### src/rtl/controller_pkg.sv
// controller_pkg: state encodings, opcodes, select and ALU codes shared by the multicycle controller.
package controller_pkg;
  typedef enum logic [3:0] {
    S_IDLE     = 4'd0,
    S_FETCH    = 4'd1,
    S_DECODE   = 4'd2,
    S_MEMADR   = 4'd3,
    S_MEMREAD  = 4'd4,
    S_MEMWB    = 4'd5,
    S_MEMWRITE = 4'd6,
    S_EXECR    = 4'd7,
    S_EXECI    = 4'd8,
    S_ALUWB    = 4'd9,
    S_ILLEGAL  = 4'd15
  } state_e;
  localparam logic [6:0] OP_LOAD  = 7'b0000011;
  localparam logic [6:0] OP_STORE = 7'b0100011;
  localparam logic [6:0] OP_RTYPE = 7'b0110011;
  localparam logic [6:0] OP_ITYPE = 7'b0010011;
  localparam logic [2:0] F3_WORD  = 3'b010;
  localparam logic [2:0] F3_ADD   = 3'b000;
  localparam logic [1:0] SRCA_PC  = 2'b00;
  localparam logic [1:0] SRCA_REG = 2'b01;
  localparam logic [1:0] SRCB_REG = 2'b00;
  localparam logic [1:0] SRCB_4   = 2'b01;
  localparam logic [1:0] SRCB_IMM = 2'b10;
  localparam logic [1:0] RES_ALUOUT = 2'b00;
  localparam logic [1:0] RES_DATA   = 2'b01;
  localparam logic [1:0] RES_ALU    = 2'b10;
  localparam logic [2:0] ALU_ADD = 3'b000;
  localparam logic [2:0] ALU_SUB = 3'b001;
endpackage

### src/rtl/alu_decoder.sv
// alu_decoder: funct3/funct7 decode into an ALU operation and an ALU-op legality flag.
module alu_decoder
  import controller_pkg::*;
(
  input  logic [2:0] funct3,
  input  logic       instr30,
  output logic [2:0] alu_control,
  output logic       funct_legal
);
  assign alu_control = instr30 ? ALU_SUB : ALU_ADD;
  assign funct_legal = funct3 == F3_ADD;
endmodule

### src/rtl/multicycle_controller.sv
// multicycle_controller: Moore FSM sequencing a multicycle RV32 subset datapath (lw, sw, add/sub, addi).
module multicycle_controller
  import controller_pkg::*;
(
  input  logic        clk,
  input  logic        reset,
  input  logic        run,
  input  logic [31:0] instr,
  output logic        mem_write,
  output logic        reg_write,
  output logic        ir_write,
  output logic        pc_write,
  output logic        instruction_or_data,
  output logic [1:0]  result_src,
  output logic [1:0]  alu_src_a,
  output logic [1:0]  alu_src_b,
  output logic [2:0]  alu_control,
  output logic        illegal,
  output logic [31:0] instret,
  output logic [3:0]  state_out
);
  state_e      state_q, state_d;
  logic [31:0] instret_q, instret_d;
  logic [2:0]  dec_alu;
  logic        funct_legal;
  logic [6:0]  opcode;
  logic        retire;
  assign opcode = instr[6:0];
  alu_decoder u_alu_decoder (
    .funct3      (instr[14:12]),
    .instr30     (instr[30]),
    .alu_control (dec_alu),
    .funct_legal (funct_legal)
  );
  always_ff @(posedge clk or posedge reset) begin
    if (reset) begin
      state_q   <= S_IDLE;
      instret_q <= '0;
    end else begin
      state_q   <= state_d;
      instret_q <= instret_d;
    end
  end
  // every writeback/store state always leaves on the next edge, so it retires there
  assign retire    = state_q inside {S_MEMWB, S_MEMWRITE, S_ALUWB};
  assign instret_d = retire ? instret_q + 32'd1 : instret_q;
  always_comb begin
    state_d = state_q;
    case (state_q)
      S_IDLE:     state_d = run ? S_FETCH : S_IDLE;
      S_FETCH:    state_d = S_DECODE;
      S_DECODE:   state_d = ((opcode == OP_LOAD || opcode == OP_STORE) && instr[14:12] == F3_WORD) ? S_MEMADR :
                            (opcode == OP_RTYPE && funct_legal) ? S_EXECR :
                            (opcode == OP_ITYPE && funct_legal) ? S_EXECI : S_ILLEGAL;
      S_MEMADR:   state_d = opcode == OP_STORE ? S_MEMWRITE : opcode == OP_LOAD ? S_MEMREAD : S_ILLEGAL;
      S_MEMREAD:  state_d = S_MEMWB;
      S_EXECR,
      S_EXECI:    state_d = S_ALUWB;
      S_MEMWB,
      S_MEMWRITE,
      S_ALUWB:    state_d = run ? S_FETCH : S_IDLE;
      default:    state_d = S_ILLEGAL;
    endcase
  end
  always_comb begin
    mem_write           = 1'b0;
    reg_write           = 1'b0;
    ir_write            = 1'b0;
    pc_write            = 1'b0;
    instruction_or_data = 1'b0;
    result_src          = RES_ALUOUT;
    alu_src_a           = SRCA_PC;
    alu_src_b           = SRCB_REG;
    alu_control         = ALU_ADD;
    case (state_q)
      S_FETCH: begin
        ir_write   = 1'b1;
        pc_write   = 1'b1;
        alu_src_b  = SRCB_4;
        result_src = RES_ALU;
      end
      S_MEMADR: begin
        alu_src_a = SRCA_REG;
        alu_src_b = SRCB_IMM;
      end
      S_MEMREAD:  instruction_or_data = 1'b1;
      S_MEMWB: begin
        result_src = RES_DATA;
        reg_write  = 1'b1;
      end
      S_MEMWRITE: begin
        mem_write           = 1'b1;
        instruction_or_data = 1'b1;
      end
      S_EXECR: begin
        alu_src_a   = SRCA_REG;
        alu_control = dec_alu;
      end
      S_EXECI: begin
        alu_src_a = SRCA_REG;
        alu_src_b = SRCB_IMM;
      end
      S_ALUWB:    reg_write = 1'b1;
      default:    ;
    endcase
  end
  assign illegal   = state_q == S_ILLEGAL;
  assign instret   = instret_q;
  assign state_out = state_q;
endmodule

### config.mk
export PLATFORM = sky130hd
export DESIGN_NAME = multicycle_controller
export DESIGN_NICKNAME = d
export VERILOG_FILES = /design/src/rtl/controller_pkg.sv /design/src/rtl/alu_decoder.sv /design/src/rtl/multicycle_controller.sv
export SDC_FILE = /design/constraint.sdc
export NUM_CORES = 1
export LEC_CHECK = 0
export BUFFER_PORTS_ARGS = -buffer_cell sky130_fd_sc_hd__buf_2
export CORE_UTILIZATION = 48
export CTS_BUF_LIST = sky130_fd_sc_hd__clkbuf_8
export DETAILED_ROUTE_END_ITERATION = 10
export HOLD_SLACK_MARGIN = 0.03
export PLACE_DENSITY = 0.91
export SETUP_SLACK_MARGIN = 0.02
export SYNTH_ARGS = -nofsm -noshare
export SYNTH_HDL_FRONTEND = slang
export SYNTH_SLANG_ARGS = --single-unit
### constraint.sdc
create_clock -name clk -period 2.9 [get_ports clk]
set_clock_uncertainty 0.2 [all_clocks]
set_input_delay 0.87 -clock clk [delete_from_list [all_inputs] [get_ports clk]]
set_output_delay 0.87 -clock clk [all_outputs]
set_load 0.01 [all_outputs]
Yosys cells after proc, flatten, opt, wreduce, memory -nomap -nowiden:

Index checks and enable logic that the tools add are counted.

* add/sub/neg operators: 1
* equality and inequality tests: 15
* multiplexer cells: 16
* reduce and logical (&&, ||, !) cells: 13

Operators with widths (count)
* $add A32 B1 Y32 const B: 1
* $pmux W4 S6: 1
* $eq A4 B3 Y1 const B: 4
* $mux W4: 4
* $eq A7 B6 Y1 const B: 2
* $eq A4 B4 Y1 const B: 3
* $eq A4 B2 Y1 const B: 2
* $pmux W2 S2: 2
* $reduce_or A2 Y1: 4
* $eq A7 B2 Y1 const B: 1
* $eq A7 B5 Y1 const B: 1
* $mux W1: 7
* $mux W3: 2
* $eq A4 B1 Y1 const B: 1
* $logic_not A4 Y1: 1
* $reduce_or A4 Y1: 1
* $eq A3 B2 Y1 const B: 1
* $logic_and A1 B1 Y1: 3
* $logic_not A3 Y1: 1
* $reduce_bool A3 Y1: 1
* $reduce_or A3 Y1: 1
* $logic_or A1 B1 Y1: 1

* bits in registers: 36
* input bits: 35
* output and inout bits: 51
* logic and storage cells: 47

Longest topological paths before layout:

* depth after elaboration: 6
* mapped depth: 7
* depth with buffers taken out: 5

Cells and area by module:

Synthesis repeated with hierarchy kept, for this count alone.

* cell total of the unflattened synthesis: 213
* area, all modules: 2058.2 um^2

Modules (own cells, without submodules)
* multicycle_controller: instances 1, cells an instance 208, area an instance 2021.9 um^2, seq. area each 900.9 um^2
* alu_decoder: instances 1, cells an instance 5, area an instance 36.3 um^2, seq. area each 0.0 um^2

Worst setup path before layout:

No wires, ideal clock.

* path type: flip-flop to output port
* from: reg state_q[1] (netlist: state_out[1])
* to: out alu_src_b[0]
* arrival: 1.406 ns
* required time: 1.830 ns
* path slack: 0.424 ns
* stages on the path, launching flop included: 5
* buffers on the path: 2
* path through: dfrtp_1 > buf_2 > nand2b_1 > nor3_1 > buf_4

* word-level cells in the longest chain between the ends: 3
* elaborated cells on any way between the ends: 5
* classes of those cells: eq/ne (3); mux (1); reduce/logical (1)

Ends and longest elaborated chain
* from (decl): line multicycle_controller.sv:22 `state_e state_q, state_d;`
* from (signal assigned): line multicycle_controller.sv:40 `state_q <= state_d;`
* $eq A4 B4 Y1 or $eq A4 B2 Y1 (tied branches): line multicycle_controller.sv:75 `case (state_q)`
* $reduce_or A2 Y1 (no source line)
* $pmux W2 S2 (*): line multicycle_controller.sv:75
* to (decl): line multicycle_controller.sv:16 `output logic [1:0] alu_src_b,`

Every way passes the cells marked *; elsewhere a longest branch is shown, timed or not.

Worst setup path after layout:

Same ends and word-level chain as after synthesis.

==> flow_summary.toml <==
[power]
power_frac_clock_pct = 40.6
combPwrFrac_pct = 3.0
peakVddDrop_uv = 169.0
p_switching_mw = 0.1896
p_int_mw = 0.7011
finalPower_mw = 0.8906
leakagePower_nw = 1.197
p_per_area_mw_per_mm2 = 385.2
power_frac_seq_pct = 56.3
swShare_pct = 21.28

[critical_path]
endpoint_kind = "primary output"
crit_slowest_cell = "dfrtp_1"
critPathLaunchType = "register"
crit_required_ns = 1.83
slowest_delay_ns = 0.50
critPathMaxFanout = 12
critPathArrivalTime_ns = 1.55
crit_chain = "nand2b_1 -> nor3_1 -> buf_2"
worst-setup-path-type = "reg -> out"

[final_layout]
antenna_cells = 0
seq_area_um2 = 900.9
nFillCells = 339
nNetsFinal = 288
multiInputGateArea_um2 = 922.1
final_util_pct = 62.22
layout-drive-gt1-share_pct = 30.04
area_delta_synth_final_pct = 21.74

[clock_network]
cts.hold.buffers_added = 0
cts_tree = "done"
cts-buffers-inserted = 5
root_buffer = "clkbuf_8"
htree_num_levels = 2
clock_path_buffers = 2
post_cts_buffers = 0
clock_sinks = 36
cts_resized = 0
clkTransAtPathRegs_ns = 0.07
clkLatencyLatePin_ns = 0.28

[yosys]
async_flop_share_pct = 100.0
synthDistinctLibCells = 35
yosysSeqAreaShare_pct = 47.43
ys_ff_latch = 36
yosysWarnings = 0
syn_area_per_cell_um2 = 9.996
ys.flop_type = "dfrtp_1"
synthesis.area_mm2 = 0.001899
synth_enable_flop_cells = 0
synthCells = 190

[route]
wl_met2_mm = 1.902
ant_nets = 0
route.detailed.drc = 0
drt_wl_total_mm = 3.923
dr.max_layer_used = "met4"
wl_per_cell_um = 13.03
drt_iter0_markers = 91
wl_met3_um = 208
drt-pass1-iter-count = 4
dr_total_vias = 1622
avgViaCountPerCell = 5.389
wl_met1_mm = 1.779

[die]
die_height_um = 64.91
die_w_um = 64.91
die_area_mm2 = 0.004213
core.rowCount = 22
coreArea_mm2 = 0.003716
ioPinCount = 86
initial_core_util_pct = 51.11

[placed_design]
port_buffers = 61
hpwl_mm = 2.936
gp_congestion = 0.7754

[sta]
hold_viol = 0
worstMarginPinSlew_ns = 0.6108
finalCriticalPeriod_ns = 2.618
finalMaxSlewViolations = 0
period_share_pct = 90.29
tns_ns = 0
setup_viol = 0
max_slew_margin_pct = 58.98
rsz0062_at_grt = "false"
timing.fmax_mhz = 381.9

[run_status]
status = "complete, no violations"

[grt]
grt_max_degree = 37
antenna_found_initial = 0
grt_pass1_vias = 1497
grt-ovfl-total = 0
track_usage_pct = 20.48
grt_pass1_wl_mm = 6.651

[hold_path]
hold_path_class = "reg -> reg"

[job]
max_cap_viol_count = 0
==> flip-flops by register name, summed over array words and instances, names as in the netlist <==
register	count
instret	32
state_out	4
==> cells in the mapped netlist (2+ instances only) <==
cell type | n | area, um2
dfrtp_1 | 36 | 900.9
xnor2_1 | 25 | 219.0
nand2_1 | 18 | 67.56
nand3_1 | 18 | 90.09
nor2_1 | 14 | 52.55
nand4_1 | 8 | 50.05
buf_4 | 7 | 52.55
xor2_1 | 7 | 61.31
and3_1 | 6 | 37.54
nor3_1 | 6 | 30.03
a21oi_1 | 5 | 25.02
nand2b_1 | 4 | 25.02
o21bai_1 | 4 | 30.03
nand3b_1 | 3 | 22.52
and2_1 | 2 | 12.51
and4_1 | 2 | 17.52
clkbuf_1 | 2 | 7.510
inv_1 | 2 | 7.510
nor4_1 | 2 | 12.51
nor4_4 | 2 | 42.54
o21ai_0 | 2 | 10.01
o22ai_1 | 2 | 12.51
==> per-layer routing <==
layer	vias to the layer above	track usage [%]
li1	775	-
met1	795	25.93
met2	46	33.85
met3	6	5.282
met4	0	6.667
met5	-	0
==> power by group through the flow <==
stage | registers (mW) | clock network [mW] | logic [mW]
6_report | 0.502 | 0.362 | 0.0269
5_1_grt | 0.501 | 0.392 | 0.0314
4_1_cts | 0.502 | 0.371 | 0.0278
3_5_place_dp | 0.511 | 0 | 0.0278
3_3_place_gp | 0.511 | 0 | 0.0271
2_1_floorplan | 0.511 | 0 | 0.0166
==> area by class of cell <==
class,instances,share of cell area (%)
Tap cell,48,2.597
Multi-Input combinational cell,143,39.88
Sequential cell,36,38.96
Timing Repair Buffer,64,14.18
Clock buffer,6,3.571
Inverter,2,0.3247
Clock inverter,2,0.4870
==> path summary, 6_finish.rpt <==
path / from / end / slack [ns] / cells past startpoint
worst max-delay path: state_out[1]$_DFF_PP0_ / alu_src_b[0] / 0.28 / 3
worst min-delay path: instret[31]$_DFFE_PP0P_ / instret[31]$_DFFE_PP0P_ / 0.27 / 1
worst max register to register: state_out[1]$_DFF_PP0_ / instret[27]$_DFFE_PP0P_ / 0.45 / 5
worst min register to register: instret[31]$_DFFE_PP0P_ / instret[31]$_DFFE_PP0P_ / 0.27 / 1
max in group asynchronous: reset / instret[0]$_DFFE_PP0P_ / 1.71 / 3
min in group asynchronous: reset / instret[23]$_DFFE_PP0P_ / 0.47 / 3
==> through the flow <==
step | instances | hold WS [ns] | area, um2 | setup WS (ns)
final | 301 | 0.2681 | 2312 | 0.2816
after global routing | 301 | 0.2884 | 2312 | 0.1387
after CTS | 301 | 0.2719 | 2312 | 0.2794
after detailed placement | 293 | 0.2585 | 2218 | 0.4942
after global placement | 293 | 0.2565 | 2218 | 0.5103
after floorplan | 192 | 0.3075 | 1907 | 0.4244
==> worst max-delay path: cells and delay by family, from the launching register on <==
kind | cells | cell delay (ns)
buffers and inverters | 1 | 0.20
AND/OR/NAND/NOR | 2 | 0.57
flip-flops | 1 | 0.50
==> logic make-up after synthesis <==
kind of cell,after synthesis,synth area share (%)
AO/OA/AOI/OAI,17,5.929
multiplexers,1,0.5928
XOR/XNOR,32,14.76
buffers and inverters,13,4.414
other,1,0.1974
flip-flops,36,47.43
adder cells (fa/ha/maj),1,0.6587
AND/OR/NAND/NOR,89,26.02
==> cell usage in the layout (no fill, tap or decap) <==
cell type   synthesis  routed
o21ba_1             1       1
or2_2               1       1
mux2_2              1       1
nand4_1             8       8
nor3_1              6       6
nor2_1             14      14
and2_1              2       2
a211oi_1            1       1
clkbuf_8            0       6
xor2_1              7       7
a211o_1             1       1
and4_1              2       2
nand2b_1            4       4
nand2_1            18      18
o21ai_0             2       2
o22ai_1             2       2
nand3b_1            3       3
buf_2               1      61
clkinvlp_4          0       1
o21bai_1            4       4
and3_1              6       6
nor4_4              2       2
and4bb_1            1       1
o311ai_0            1       1
ha_1                1       1
a21oi_1             5       5
or3b_2              1       1
nor2b_1             1       1
nand3_1            18      18
nor4_1              2       2
conb_1              1       3
buf_4               7       3
inv_1               2       3
dfrtp_1            36      36
xnor2_1            25      25
(Power assumes the default switching activity.)
